**config.mk**
```make
export PLATFORM = sky130hd
export DESIGN_NAME = sifive_reset_sequencer
export DESIGN_NICKNAME = d
export VERILOG_FILES = /design/src/rtl/sifive_reset_sequencer.sv
export SDC_FILE = /design/constraint.sdc
export NUM_CORES = 1
export LEC_CHECK = 0
export ABC_CLOCK_PERIOD_IN_PS = 2500
export CAP_MARGIN = 10
export CELL_PAD_IN_SITES_DETAIL_PLACEMENT = 0
export CELL_PAD_IN_SITES_GLOBAL_PLACEMENT = 1
export CORE_MARGIN = 10
export CORE_UTILIZATION = 43
export CTS_CLUSTER_DIAMETER = 30
export DETAILED_ROUTE_END_ITERATION = 8
export GPL_ROUTABILITY_DRIVEN = 0
export GPL_TIMING_DRIVEN = 0
export PLACE_DENSITY_LB_ADDON = 0.1
export SYNTH_ARGS = -nofsm -noshare
export SYNTH_HDL_FRONTEND = slang
export SYNTH_SLANG_ARGS = --single-unit
export TNS_END_PERCENT = 10
```
**constraint.sdc**
```tcl
create_clock -name clock -period 2.5 [get_ports clock]
set_clock_uncertainty 0.05 [all_clocks]
set_input_delay 0.375 -clock clock [delete_from_list [all_inputs] [get_ports clock]]
set_output_delay 0.375 -clock clock [all_outputs]
set_load 0.005 [all_outputs]
```
**src/rtl/sifive_reset_sequencer.sv**
```systemverilog
// Staged reset sequencer: a debounced request level or a software pulse holds
// every channel in reset, then channels are released one stage at a time.
module sifive_reset_sequencer #(
  parameter int CHANNELS    = 4,
  parameter int STAGE_DELAY = 256,
  parameter int FILTER      = 4,
  parameter int GRACEFUL    = 0
) (
  input  logic                clock,
  input  logic                reset,
  input  logic                req_in,
  input  logic                sw_req,
  output logic [CHANNELS-1:0] rst_out,
  output logic                ready,
  output logic                busy
);

  localparam int CW = $clog2(STAGE_DELAY + 1);
  localparam int IW = $clog2(CHANNELS + 1);
  localparam int FW = $clog2(FILTER + 1);

  localparam logic [CW-1:0] CNT_LAST  = CW'(STAGE_DELAY - 1);
  localparam logic [FW-1:0] FILT_LAST = FW'(FILTER - 1);
  localparam logic [IW-1:0] IDX_ONE   = IW'(1);
  localparam logic [IW-1:0] IDX_LAST  = IW'(CHANNELS - 1);
  localparam logic [IW-1:0] IDX_ALL   = IW'(CHANNELS);

  if (CHANNELS < 1) begin : g_bad_channels
    $error("sifive_reset_sequencer: CHANNELS must be >= 1");
  end
  if (STAGE_DELAY < 1) begin : g_bad_stage_delay
    $error("sifive_reset_sequencer: STAGE_DELAY must be >= 1");
  end
  if (FILTER < 1) begin : g_bad_filter
    $error("sifive_reset_sequencer: FILTER must be >= 1");
  end

  typedef enum logic [1:0] {
    HOLD    = 2'd0,
    RELEASE = 2'd1,
    RUN     = 2'd2,
    DRAIN   = 2'd3
  } state_e;

  state_e               state_q, state_d;
  state_e               abort_state_s;
  logic                 filt_q, filt_d;
  logic [FW-1:0]        fcnt_q, fcnt_d;
  logic [CW-1:0]        cnt_q, cnt_d;
  logic [IW-1:0]        idx_q, idx_d;
  logic [IW-1:0]        abort_idx_s;
  logic                 request_s;
  logic [CHANNELS-1:0]  rst_out_q;
  logic                 ready_q;
  logic                 busy_q;

  // idx counts released channels; channel k is asserted while k >= idx.
  function automatic logic [CHANNELS-1:0] asserted_mask(input logic [IW-1:0] released);
    logic [CHANNELS-1:0] m;
    m = '1;
    for (int k = 0; k < CHANNELS; k++) begin
      m[k] = (k >= int'(released));
    end
    return m;
  endfunction

  always_comb begin
    filt_d = filt_q;
    fcnt_d = '0;
    if (req_in != filt_q) begin
      if (fcnt_q == FILT_LAST) begin
        filt_d = req_in;
        fcnt_d = '0;
      end else begin
        fcnt_d = fcnt_q + FW'(1);
      end
    end else begin
      fcnt_d = '0;
    end
  end

  // The request sees the level the filter accepts on this very edge.
  assign request_s = filt_d | sw_req;

  always_comb begin
    abort_state_s = HOLD;
    abort_idx_s   = '0;
    if (GRACEFUL != 0) begin
      abort_idx_s = idx_q - IDX_ONE;
      if (idx_q > IDX_ONE) begin
        abort_state_s = DRAIN;
      end else begin
        abort_state_s = HOLD;
      end
    end else begin
      abort_state_s = HOLD;
      abort_idx_s   = '0;
    end
  end

  always_comb begin
    state_d = state_q;
    cnt_d   = cnt_q;
    idx_d   = idx_q;
    case (state_q)
      HOLD: begin
        idx_d = '0;
        if (request_s || filt_q) begin
          cnt_d = '0;
        end else if (cnt_q == CNT_LAST) begin
          cnt_d = '0;
          idx_d = IDX_ONE;
          if (CHANNELS == 1) begin
            state_d = RUN;
          end else begin
            state_d = RELEASE;
          end
        end else begin
          cnt_d = cnt_q + CW'(1);
        end
      end
      RELEASE: begin
        if (request_s) begin
          cnt_d   = '0;
          idx_d   = abort_idx_s;
          state_d = abort_state_s;
        end else if (cnt_q == CNT_LAST) begin
          cnt_d = '0;
          idx_d = idx_q + IDX_ONE;
          if (idx_q == IDX_LAST) begin
            state_d = RUN;
          end else begin
            state_d = RELEASE;
          end
        end else begin
          cnt_d = cnt_q + CW'(1);
        end
      end
      RUN: begin
        cnt_d = '0;
        if (request_s) begin
          idx_d   = abort_idx_s;
          state_d = abort_state_s;
        end else begin
          idx_d   = IDX_ALL;
          state_d = RUN;
        end
      end
      DRAIN: begin
        // Requests are deliberately ignored until the drain reaches channel 0.
        if (cnt_q == CNT_LAST) begin
          cnt_d = '0;
          idx_d = idx_q - IDX_ONE;
          if (idx_q == IDX_ONE) begin
            state_d = HOLD;
          end else begin
            state_d = DRAIN;
          end
        end else begin
          cnt_d = cnt_q + CW'(1);
        end
      end
      default: begin
        state_d = HOLD;
        cnt_d   = '0;
        idx_d   = '0;
      end
    endcase
  end

  always_ff @(posedge clock) begin
    if (reset) begin
      state_q   <= HOLD;
      filt_q    <= 1'b1;
      fcnt_q    <= '0;
      cnt_q     <= '0;
      idx_q     <= '0;
      rst_out_q <= '1;
      ready_q   <= 1'b0;
      busy_q    <= 1'b0;
    end else begin
      state_q   <= state_d;
      filt_q    <= filt_d;
      fcnt_q    <= fcnt_d;
      cnt_q     <= cnt_d;
      idx_q     <= idx_d;
      rst_out_q <= asserted_mask(idx_d);
      ready_q   <= (idx_d == IDX_ALL);
      busy_q    <= (state_d == RELEASE) || (state_d == DRAIN);
    end
  end

  assign rst_out = rst_out_q;
  assign ready   = ready_q;
  assign busy    = busy_q;

endmodule

```
==> results of run 1 <==
## power by group through the flow
stage               registers [µW]  clock network (µW)  logic (µW)
floorplan                      394                   0        8.77
global placement               394                   0        16.4
detailed placement             394                   0        16.6
CTS                            385                 211        16.7
global route                   386                 233        18.0
finish                         385                 199        16.4
## registers in the layout, indices dropped and copies added, names as in the netlist
register	flops
busy	1
cnt_q	9
fcnt_q	3
filt_q	1
idx_q	3
ready	1
rst_out	4
state_q	2
## cell usage after synthesis (2+ instances only)
master    number  area share
nor3_1         2      0.0087
nor2_1        20       0.065
o21bai_1       3       0.020
nand2_1        4       0.013
buf_6          3       0.029
nand2b_1       4       0.022
a21oi_1        2      0.0087
nand4_1        3       0.016
a31oi_1        2       0.011
and2_1         2       0.011
nand3_1        5       0.022
inv_1          8       0.026
ha_1           7       0.076
dfxtp_1       24        0.42
o21ai_0        3       0.013
nor2b_1        2       0.011
xnor2_1        5       0.038
a211oi_1       2       0.013
xor2_1         4       0.030
and3_1         2       0.011
## kinds of logic after synthesis
family,Yosys count
adders and majority gates,7
AOI/OAI and AO/OA,18
and+or+nand+nor,49
muxes,2
DFF,24
xor gates and xnor gates,9
buffers and inverters,13
## area by class of cell
cell class              instances  area share
plain buffers                   5      0.0324
flip-flops and latches         24       0.365
inverters                       8      0.0228
clock buffers                   4      0.0276
repair buffers                  9      0.0685
multi-input cells              85       0.455
well taps                      30      0.0285
## path summary, 6_finish.rpt
path                             start              endpoint  slack, ps  depth (start not counted)
hold reg to reg   fcnt_q[0]$_SDFF_PP0_  fcnt_q[0]$_SDFF_PP0_        380                          1
hold / removal    fcnt_q[0]$_SDFF_PP0_  fcnt_q[0]$_SDFF_PP0_        380                          1
setup / recovery  fcnt_q[0]$_SDFF_PP0_   cnt_q[5]$_SDFF_PP0_        460                          7
setup reg to reg  fcnt_q[0]$_SDFF_PP0_   cnt_q[5]$_SDFF_PP0_        460                          7
## per-layer routing
metal	GRT usage	share of wire	up-vias
li1	-	-	440
met1	0.101	0.48	366
met3	0.0386	0.040	2
met4	0.0258	0.0084	0
met2	0.139	0.47	6
met5	0	0	-
## worst max-delay path, cell delays in order (launching register included)
cell and delay, ps:
dfxtp_1 350, ha_1 150, ha_1 220, mux2i_1 260, nand2b_1 130, a211oi_1 430
nand2b_1 250, nor2_1 150
## metrics by stage
step,power (µW),hold slack (ps),instances,setup WS [ps]
floorplan,402,349,122,733
global placement,410,358,161,385
detailed placement,410,368,161,335
CTS,613,386,165,401
global route,637,404,165,184
finish,600,380,165,458
==> results by group, run 1 <==
Run status
  • Status: complete, no violations

CTS
  • Setup Buffers After CTS: 0
  • Worst skew pair latency: 310 ps
  • Clock root buffer: clkbuf_4
  • Post-CTS Hold Buffers: 0
  • H-tree depth: 1
  • Max Buffers Root-to-Sink: 2
  • Cts repair resizes: 0
  • CTS tree: done
  • CTS clk-pin slew, worst paths: 120 ps
  • Clk sinks: 24
  • Cts bufs inserted: 3

Logic synthesis
  • Synth Area in Simple Gates: 0.220
  • Yosys reg bits: 24
  • Synthesized area per cell: 9.44 µm²
  • Synthesis Warnings: 0
  • Proportion of synthesized area in mux cells: 0.0185
  • Post-synthesis xor/xnor area fraction: 0.0685
  • Async S/R FF share, synth: 0
  • Post-synth net total: 133
  • Post-Synth Adder-Cell Area: 0.0761
  • Synth Area in Compound Gates: 0.137
  • Ys flop type: dfxtp_1
  • Mapped Cells: 122
  • Netlist cell types: 35
  • Largest family of logic cells by synthesized area: simple AND/OR/NAND/NOR gates
  • Post-synth EDFFs: 0
  • Register area share after synthesis: 0.417
  • Mapped Area: 0.00115 mm²

Power and ir drop
  • Comb power frac: 0.027
  • Sequential power share: 0.642
  • Int Pwr: 482 µW
  • Clock power frac: 0.331
  • Pwr Density: 456 mW/mm²
  • Peak supply drop: 0.340 mV
  • Static Leakage: 0.000520 µW
  • NetSw: 118 µW
  • Net Sw Frac: 0.197

Floorplanning
  • Cell Rows: 18
  • Die width: 71.7 µm
  • Starting Density: 0.456
  • I/O pin total: 10
  • Die area: 0.00515 mm²
  • Die H: 71.7 µm
  • Core area: 0.00252 mm²

Worst setup path
  • Setup CP Type: flop to flop
  • Crit path launch type: flop
  • Worst EP required: 2700 ps
  • Crit-path max FO: 6
  • Worst path arrival time: 2240 ps
  • Setup crit end kind: flop

Timing
  • # setup viols final: 0
  • Worst-Margin Slew: 422 ps
  • Hold Violations, Final: 0
  • Period utilization: 0.817
  • Unrepaired setup endpoints after global routing: no
  • Max-slew headroom: 0.717
  • Min Tclk post-route: 2040 ps
  • Peak Freq: 490 MHz
  • Setup TNS: 0 ps
  • Max-slew violation count: 0

Route
  • Vias: 814
  • DRT Pass-1 Iters: 4
  • Final ANT Viol Nets: 0
  • DRC viols: 0
  • WL/cell: 12.2 µm
  • Drt total wl: 2010 µm
  • Vias per inst: 4.93
  • Initial drt markers: 30

Layout
  • Most common cell after layout, fill and taps aside: dfxtp_1
  • Area Growth Syn to Fin: 14.2%
  • Design area: 0.00132 mm²
  • Filler cell count: 251
  • Share of layout cells above drive strength 1: 0.104
  • Leading cell types in the layout, fill and taps excluded: dfxtp_1, nor2_1, clkdlybuf4s50_1
  • Antenna diodes: 0
  • Multi-input logic area: 598 µm²
  • Nets: 147
  • Flip-flop and latch area: 480 µm²
  • Post-layout util: 0.521

Placed design
  • DP HPWL: 1570 µm
  • PortBufs: 9
  • DP Area: 0.00128 mm²

Global routing
  • Largest net degree at the start of global routing: 14
  • First-pass GRT wire length: 3640 µm
  • Total gr overflow: 0
  • Initial antenna violation count: 0
  • Total track usage: 0.0868
  • Number of global-route vias before repair: 782

Job
  • Max-Cap Viols: 0

Hold path
  • HP Class: flop to flop
(Power assumes the default switching activity.)
==> run 2, diff against run 1 <==
- ABC_CLOCK_PERIOD_IN_PS: 2500 -> 2100
- clock period: 2.5 -> 2.1 ns (I/O delays scaled with it)
==> results by group, run 2 (same netlist as run 1, synthesis figures left out) <==
Job
  • Max-Cap Viols: 0 (unchanged)

Timing
  • Unrepaired setup endpoints after global routing: no
  • # setup viols final: 0 (unchanged)
  • Max-slew violation count: 0 (unchanged)
  • Min Tclk post-route: 1900 ps (-147 ps)
  • Worst-Margin Slew: 323 ps (-99.0 ps)
  • Max-slew headroom: 0.785 (+0.0677)
  • Hold slack: 380 ps (+0.0130 ps)
  • Hold Violations, Final: 0 (unchanged)
  • Peak Freq: 528 MHz (+7.8%)
  • Period utilization: 0.902 (+0.0855)

Floorplanning
  • Die area: 0.00515 mm² (unchanged)
  • Die H: 71.7 µm (unchanged)
  • Starting Density: 0.456 (unchanged)
  • Die width: 71.7 µm (unchanged)
  • Core area: 0.00252 mm² (unchanged)
  • I/O pin total: 10 (unchanged)
  • Cell Rows: 18 (unchanged)

Worst setup path
  • Worst EP required: 2300 ps (-400 ps)
  • Crit path launch type: flop
  • Setup CP Type: flop to flop
  • Crit-path max FO: 6 (unchanged)
  • Setup crit end kind: flop
  • Worst path arrival time: 2100 ps (-140 ps)

Hold path
  • HP Class: flop to flop

Layout
  • Antenna diodes: 0 (unchanged)
  • Final std cells w/o fill: 165 (unchanged)
  • Share of layout cells above drive strength 1: 0.133 (+0.0296)
  • Area Growth Syn to Fin: 15.8%
  • Nets: 147 (unchanged)
  • Filler cell count: 247 (-1.6%)
  • Top reg by flops: cnt_q
  • Design area: 0.00133 mm² (+1.3%)
  • Leading cell types in the layout, fill and taps excluded: dfxtp_1, nor2_1, clkdlybuf4s50_1
  • Number of flip-flops in the largest register: 9 (unchanged)
  • Post-layout util: 0.528 (+0.00694)
  • Most common cell after layout, fill and taps aside: dfxtp_1

CTS
  • Clk sinks: 24 (unchanged)
  • Worst skew pair latency: 310 ps (about the same)
  • Post-CTS Hold Buffers: 0 (unchanged)
  • Cts bufs inserted: 3 (unchanged)
  • Max Buffers Root-to-Sink: 2 (unchanged)
  • CTS clk-pin slew, worst paths: 120 ps (about the same)
  • Clock root buffer: clkbuf_4
  • CTS tree: done
  • H-tree depth: 1 (unchanged)

Global routing
  • Initial antenna violation count: 0 (unchanged)
  • Total track usage: 0.0868 (unchanged)
  • Number of global-route vias before repair: 782 (unchanged)
  • Total gr overflow: 0 (unchanged)
  • First-pass GRT wire length: 3640 µm (unchanged)
  • Largest net degree at the start of global routing: 14 (unchanged)

Placed design
  • Placed Cells: 161 (unchanged)
  • DP Area: 0.00128 mm² (unchanged)
  • DP HPWL: 1570 µm (unchanged)
  • PortBufs: 9 (unchanged)

Route
  • Vias: 830 (+2.0%)
  • DRT Pass-1 Iters: 4 (unchanged)
  • Vias per inst: 5.03 (+2.0%)
  • Initial drt markers: 22 (-27%)
  • DRC viols: 0 (unchanged)
  • WL/cell: 12.4 µm (+1.7%)
  • Final ANT Viol Nets: 0 (unchanged)
  • Drt total wl: 2050 µm (+1.7%)

Power and ir drop
  • Peak supply drop: 0.405 mV (+19%)
  • Static Leakage: 0.000521 µW (+0.14%)
  • Pwr Density: 537 mW/mm² (+18%)

Run status
  • Status: complete, no violations
[run 2: critical path, stage by stage, from the launching register on]
cell,delay [ps]
dfxtp_1,350
ha_1,150
ha_1,230
mux2i_2,260
nand2b_1,150
a211oi_2,290
nand2b_1,210
nor2_1,140
[run 2: power by group]
group          leakage, µW  switching [µW]  internal [µW]
clock network    0.0000210             131            106
registers         0.000194            1.14            457
logic             0.000306            9.19           11.1
[run 2: routing by layer]
layer	wire length, µm	GRT usage	vias up	share of wire
met5	0	0	-	0
met4	21	0.0258	0	0.010
met3	113	0.0386	2	0.055
met2	968	0.139	13	0.47
met1	945	0.101	375	0.46
li1	-	-	440	-
[run 2: cell type report]
type,instances,area (µm²),share of cell area
multi-input cells,85,616,0.462
flip-flops and latches,24,480,0.361
repair buffers,9,90.1,0.0676
plain buffers,5,42.5,0.0319
well taps,30,37.5,0.0282
clock buffers,4,36.3,0.0272
inverters,8,30.0,0.0225
[run 2: repair_timing]
| action | CTS | global route |
|---|---|---|
| setup buffers | 0 | 0 |
| endpoints found under the setup margin | 0 | 9 |
| gates resized for setup | 0 | 6 |
[run 2: worst paths after layout]
path	from	end	slack (ps)	cells after the start
hold / removal	fcnt_q[0]$_SDFF_PP0_	fcnt_q[0]$_SDFF_PP0_	380	1
setup reg to reg	fcnt_q[0]$_SDFF_PP0_	cnt_q[7]$_SDFF_PP0_	200	7
setup / recovery	fcnt_q[0]$_SDFF_PP0_	cnt_q[7]$_SDFF_PP0_	200	7
hold reg to reg	fcnt_q[0]$_SDFF_PP0_	fcnt_q[0]$_SDFF_PP0_	380	1
[run 2: per-stage QoR]
step                TNS (ps)  setup WS [ps]  power (µW)
floorplan                  0            333         479
global placement           0           45.5         488
detailed placement     -8.57          -4.55         489
CTS                        0          0.807         729
global route               0           6.84         759
finish                     0            205         716
==> run 3, diff against run 2 <==
- CTS_CLUSTER_DIAMETER: 30 -> unset
==> results of run 3 <==
The final DEF is identical to that of run 2; final timing and power are the same.
